## config.mk

```make
export PLATFORM = sky130hd
export DESIGN_NAME = ring_history_buffer
export DESIGN_NICKNAME = d
export VERILOG_FILES = /design/src/rtl/ring_buf_pkg.sv /design/src/rtl/ring_buf_mem.sv /design/src/rtl/ring_history_buffer.sv
export SDC_FILE = /design/constraint.sdc
export NUM_CORES = 1
export LEC_CHECK = 0
export ABC_AREA = 1
export ABC_CLOCK_PERIOD_IN_PS = 3000
export CAP_MARGIN = 20
export CORE_MARGIN = 3
export CORE_UTILIZATION = 49
export CTS_BUF_LIST = sky130_fd_sc_hd__clkbuf_4 sky130_fd_sc_hd__clkbuf_8 sky130_fd_sc_hd__clkbuf_16
export DETAILED_ROUTE_END_ITERATION = 16
export GPL_TIMING_DRIVEN = 1
export PLACE_DENSITY_LB_ADDON = 0.05
export RECOVER_POWER = 25
export REMOVE_ABC_BUFFERS = 1
export SYNTH_ARGS = -nofsm -noshare
export SYNTH_HDL_FRONTEND = slang
export SYNTH_SLANG_ARGS = --single-unit
```

## constraint.sdc

```tcl
create_clock -name clk -period 3 [get_ports clk]
set_input_delay 0.6 -clock clk [delete_from_list [all_inputs] [get_ports clk]]
set_output_delay 0.6 -clock clk [all_outputs]
set_load 0.02 [all_outputs]
```

## src/rtl/ring_buf_pkg.sv

```systemverilog
// Shared types and constants for the ring history buffer.
// Imported by the control and storage modules.
package ring_buf_pkg;

  localparam int WR_TOTAL_W = 16;

  typedef enum logic [1:0] {
    ST_EMPTY,
    ST_FILLING,
    ST_FULL,
    ST_HALTED
  } rb_state_e;

endpackage

```

## src/rtl/ring_buf_mem.sv

```systemverilog
// History storage: one write port, one registered read port.
// Contents are never reset; a same-address read returns old data.
module ring_buf_mem
  import ring_buf_pkg::*;
#(
  parameter int DATA_W = 8,
  parameter int DEPTH  = 16,
  parameter int AW     = $clog2(DEPTH)
) (
  input  logic              clk,
  input  logic              we,
  input  logic [AW-1:0]     waddr,
  input  logic [DATA_W-1:0] wdata,
  input  logic              re,
  input  logic [AW-1:0]     raddr,
  output logic [DATA_W-1:0] rdata
);

  logic [DATA_W-1:0] mem [DEPTH];

  always_ff @(posedge clk) begin
    if (we) mem[waddr] <= wdata;
    if (re) rdata <= mem[raddr];
  end

endmodule

```

## src/rtl/ring_history_buffer.sv

```systemverilog
// Ring history buffer control: FSM, pointers, count, flags.
// Reads address entries by age relative to the latest write.
module ring_history_buffer
  import ring_buf_pkg::*;
#(
  parameter int DATA_W = 8,
  parameter int DEPTH  = 16,
  localparam int AW    = $clog2(DEPTH)
) (
  input  logic                  clk,
  input  logic                  rst,
  input  logic                  clear,
  input  logic                  mode,
  input  logic                  wr_en,
  input  logic [DATA_W-1:0]     data_in,
  input  logic                  rd_en,
  input  logic [AW-1:0]         rd_offset,
  output logic [DATA_W-1:0]     data_out,
  output logic                  rd_valid,
  output logic                  rd_err,
  output logic [AW:0]           count,
  output logic                  full,
  output logic                  wrapped,
  output logic                  overflow,
  output logic [WR_TOTAL_W-1:0] wr_total
);

  localparam logic [AW:0] CNT_MAX = (AW+1)'(DEPTH);

  rb_state_e         state_q, state_d;
  logic [AW-1:0]     wr_ptr;
  logic [AW-1:0]     rd_addr;
  logic [DATA_W-1:0] mem_rdata;
  logic              have_rd;
  logic              wr_acc;
  logic              wr_drop;
  logic              rd_in_range;
  logic              rd_ok;
  logic              rd_bad;

  assign wr_acc  = wr_en && !clear && (state_q != ST_HALTED);
  assign wr_drop = wr_en && !clear && (state_q == ST_HALTED);

  assign rd_in_range = ({1'b0, rd_offset} < count);
  assign rd_ok       = rd_en && !clear && rd_in_range;
  assign rd_bad      = rd_en && !clear && !rd_in_range;

  // Age 0 is the slot just behind the write pointer
  assign rd_addr = wr_ptr - AW'(1) - rd_offset;

  assign full = (count == CNT_MAX);

  // Memory read register only loads on good reads, so it holds on errors
  assign data_out = have_rd ? mem_rdata : '0;

  ring_buf_mem #(
    .DATA_W (DATA_W),
    .DEPTH  (DEPTH),
    .AW     (AW)
  ) u_mem (
    .clk   (clk),
    .we    (wr_acc),
    .waddr (wr_ptr),
    .wdata (data_in),
    .re    (rd_ok),
    .raddr (rd_addr),
    .rdata (mem_rdata)
  );

  always_ff @(posedge clk or posedge rst) begin
    if (rst) state_q <= ST_EMPTY;
    else     state_q <= state_d;
  end

  always_comb begin
    state_d = state_q;
    unique case (state_q)
      ST_EMPTY: begin
        if (wr_acc) state_d = ST_FILLING;
      end
      ST_FILLING: begin
        if (wr_acc && (count == CNT_MAX - 1'b1))
          state_d = mode ? ST_HALTED : ST_FULL;
      end
      ST_FULL: begin
        if (mode) state_d = ST_HALTED;
      end
      ST_HALTED: begin
        if (!mode) state_d = ST_FULL;
      end
      default: state_d = ST_EMPTY;
    endcase
    if (clear) state_d = ST_EMPTY;
  end

  always_ff @(posedge clk or posedge rst) begin
    if (rst) begin
      wr_ptr   <= '0;
      count    <= '0;
      wr_total <= '0;
      rd_valid <= 1'b0;
      rd_err   <= 1'b0;
      wrapped  <= 1'b0;
      overflow <= 1'b0;
      have_rd  <= 1'b0;
    end else begin
      rd_valid <= rd_ok;
      rd_err   <= rd_bad;
      if (rd_ok) have_rd <= 1'b1;
      if (clear) begin
        wr_ptr   <= '0;
        count    <= '0;
        wrapped  <= 1'b0;
        overflow <= 1'b0;
      end else begin
        if (wr_acc) begin
          wr_ptr   <= wr_ptr + 1'b1;
          wr_total <= wr_total + 1'b1;
          if (count != CNT_MAX) count <= count + 1'b1;
          else                  wrapped <= 1'b1;
        end
        if (wr_drop) overflow <= 1'b1;
      end
    end
  end

endmodule
```

==> qor.csv <==
stage,metric,value,unit
outcome,outcome,"complete, but fails checks",
outcome,failing checks,"max-capacitance violations, max-slew violations",
layout,fin cells,1084,
global_route,global-route wire length before repair,28300,um
synthesis,Syn Area/Cell,9.69,um^2
setup_path,Critical Path End Type,primary output,
routing,DR WL met3,1130,um
clocking,Root Driver,clkbuf_16,
setup_path,"slowest stage delay, CP",0.61,ns
routing,DRT met1 WL,8390,um
sta,final hold vios,0,
routing,DRC,0,
clocking,Longest Clk Path Bufs,2,
synthesis,fraction of the yosys area taken by sequential cells,63.6,%
layout,Area growth syn-to-layout,18.3,%
synthesis,largest family of logic cells by synthesized area,simple AND/OR/NAND/NOR gates,
floorplan,I/O pin cnt,52,
sta,Slew HR,-19.7,%
synthesis,synth unique cells,35,
global_route,antenna violations before repair,0,
synthesis,yosys warns,0,
synthesis,commonest cells in the netlist,"nand2_1, edfxtp_1, inv_1",
clocking,hold_buf cts,0,
clocking,worst skew pair latency,0.43,ns
place,placed cells,1053,
layout,final core occ,59.5,%
power_and_ir_drop,Clock Power Share,33.2,%
synthesis,most frequent cell after synthesis,nand2_1,
place,I/O Buffers,51,
synthesis,Compound-Gate Fraction of Synth Area,2.61,%
sta,setup TNS,0,ns
sta,actual slew at the worst max-slew pin,1.80,ns
synthesis,simple-gate portion of the synthesized area,24.4,%
floorplan,Core ar.,15300,um^2
setup_path,Crit Path Class,reg2out,
global_route,GRT Total Usage,21.2,%
layout,register area,4880,um^2
clocking,Sinks on Clock Net,168,
layout,FILL cells,1352,
routing,Vias,5422,
clocking,"Setup Fix Bufs, Post-CTS",0,
power_and_ir_drop,sw frac,30.9,%
synthesis,top cell type's share of synthesized area,53.2,%
setup_path,cell mode on critical path,inv_1,
power_and_ir_drop,Comb power frac,23.4,%
setup_path,"Max FO, Critical Path",5,
layout,Nets,894,
routing,vias per cell,5.00,
floorplan,Die Span X,131,um
place,GP Congestion,0.852,
place,hpwl dp,11600,um
power_and_ir_drop,PD cells,700,nW/um^2
synthesis,post-synthesis mux area share,0,%
power_and_ir_drop,sequential power share,43.3,%
synthesis,number of flops mapped to enable cells by yosys,136,
sta,Clock Skew,0.00782,ns
clocking,Clock transition at path regs,0.06,ns
setup_path,arrival time worst endpoint,2.03,ns
synthesis,synth top area cells,"edfxtp_1, nand2_1, dfrtp_1",
setup_path,FF-to-FF setup slack,0.69,ns
place,dpl ws,0.225,ns
synthesis,post-synthesis adder-cell area fraction,2.54,%
routing,WL final,17900,um
setup_path,Slowest cell on crit path,clkdlybuf4s50_1,
clocking,post-cts resize count,0,
layout,area occupied by multi-input gates,2380,um^2
global_route,vias in the first global route,5209,
sta,Final period util,87.7,%
setup_path,Worst EP required,2.40,ns
floorplan,Die ar.,17200,um^2
synthesis,Post-Synth XOR/XNOR Area,1.61,%
worst_hold_path,Worst Hold Class,reg2reg,
sta,final setup vio count,0,
routing,Final ANT Viol Nets,0,
routing,DR iter-0 viols,536,
setup_path,CP Cell Sequence,inv_1 -> ha_1 -> nand4_1 -> inv_1 -> clkdlybuf4s50_1,
global_route,largest net degree at the start of global routing,65,
floorplan,Rows,45,
power_and_ir_drop,internal power,4.39,mW
routing,WL per Instance,16.5,um
sta,RSZ-0062 raised after global routing,false,
setup_path,startpoint types,register,
sta,fin. max-slew vios,33,
power_and_ir_drop,Sw Pwr,1.97,mW
routing,DR pass1 iterations,5,
clocking,TritonCTS buffer count,17,
clocking,CTS tree,yes,
synthesis,synthesized instance count,792,
routing,met2 routed WL,8140,um
global_route,grt total ovfl,0,
sta,post-layout minimum cycle time,2.63,ns
sta,setup ws final,0.368,ns
synthesis,top flip-flop cell by instance count after synthesis,edfxtp_1,
synthesis,"FFs w/ async S/R, synth",19.0,%
power_and_ir_drop,Worst VDD drop,0.446,mV
layout,antenna cells,0,
routing,Highest Signal Layer,met4,
synthesis,"area leader, netlist",edfxtp_1,
synthesis,Post-Syn Area,7670,um^2
layout,share of layout cells above drive strength 1,7.79,%
floorplan,DIE HEIGHT,131,um
clocking,H-tree levels,4,
floorplan,Starting Density,50.3,%
job,MaxCap Viol Count,1,
power_and_ir_drop,Leak,3.93,nW
synthesis,#FFs+latches synth,168,
sta,highest attainable clock frequency,380,MHz
layout make-up:
cell class                 instances  area share, %
sequential                       168           53.8
clock buffer                      19           4.85
clock inverter                    12           1.43
timing repair buffer              76           8.02
inverter                          66           2.81
tap                              211           2.91
multi-input combinational        532           26.2
layer usage:
metal | GRT usage [%] | vias to the layer above
li1 | - | 2682
met1 | 31.2 | 2545
met2 | 32.0 | 174
met3 | 4.48 | 21
met4 | 6.18 | 0
met5 | 0 | -
worst max-delay path, delay by kind of cell (launching register included):
family | cells | cell delay, ns
flops | 1 | 0.45
simple gates | 1 | 0.15
buf+inv | 3 | 0.86
fa+ha+maj | 1 | 0.15
cells in the final DEF, fill, tap and decap left out, drive strengths merged, types with 21 or more instances in the layout:
master	instances
o21ai	29
clkdlybuf4s50	46
nand2	383
clkbuf	21
dfrtp	32
inv	65
nor2	48
nand3	23
buf	23
edfxtp	136
stage by stage:
stage	hold slack, ns	power [mW]	area (um^2)
floorplan	0.516	3.71	7530
global placement	0.485	4.26	8540
detailed placement	0.488	4.30	8540
CTS	0.501	6.41	9110
global route	0.523	6.67	9080
finish	0.497	6.36	9080
final timing paths:
path	startpoint	to	cells after the start
max	count[0]	full	5
min	overflow	overflow	1
max reg2reg	state_q[0]	u_mem.mem[15][6]	6
min reg2reg	overflow	overflow	1
max in group asynchronous	rst	wr_total[1]	3
min in group asynchronous	rst	count[3]	3
registers in the layout (all words and copies together), names as in the netlist:
signal / flops
wr_total: 16
overflow: 1
state_q: 2
wrapped: 1
count: 5
have_rd: 1
rd_valid: 1
rd_err: 1
u_mem.rdata: 8
u_mem.mem: 128
wr_ptr: 4
power groups by stage:
stage | Clock [mW] | Sequential (mW) | Combinational, mW
after floorplan | 0 | 2.83 | 0.884
after global placement | 0 | 2.80 | 1.47
after detailed placement | 0 | 2.80 | 1.50
after CTS | 2.15 | 2.75 | 1.51
after global routing | 2.23 | 2.77 | 1.67
final | 2.11 | 2.75 | 1.49
logic make-up (layout without fill, tap and decap cells):
kind of cell               after synthesis  after routing
DFF                                    168            168
and+or+nand+nor                        467            467
buffers and inverters                   92            173
xor gates and xnor gates                12             12
adders and majority gates               15             15
AOI/OAI and AO/OA                       38             38
No activity file was read; power rests on OpenSTA's default activity.
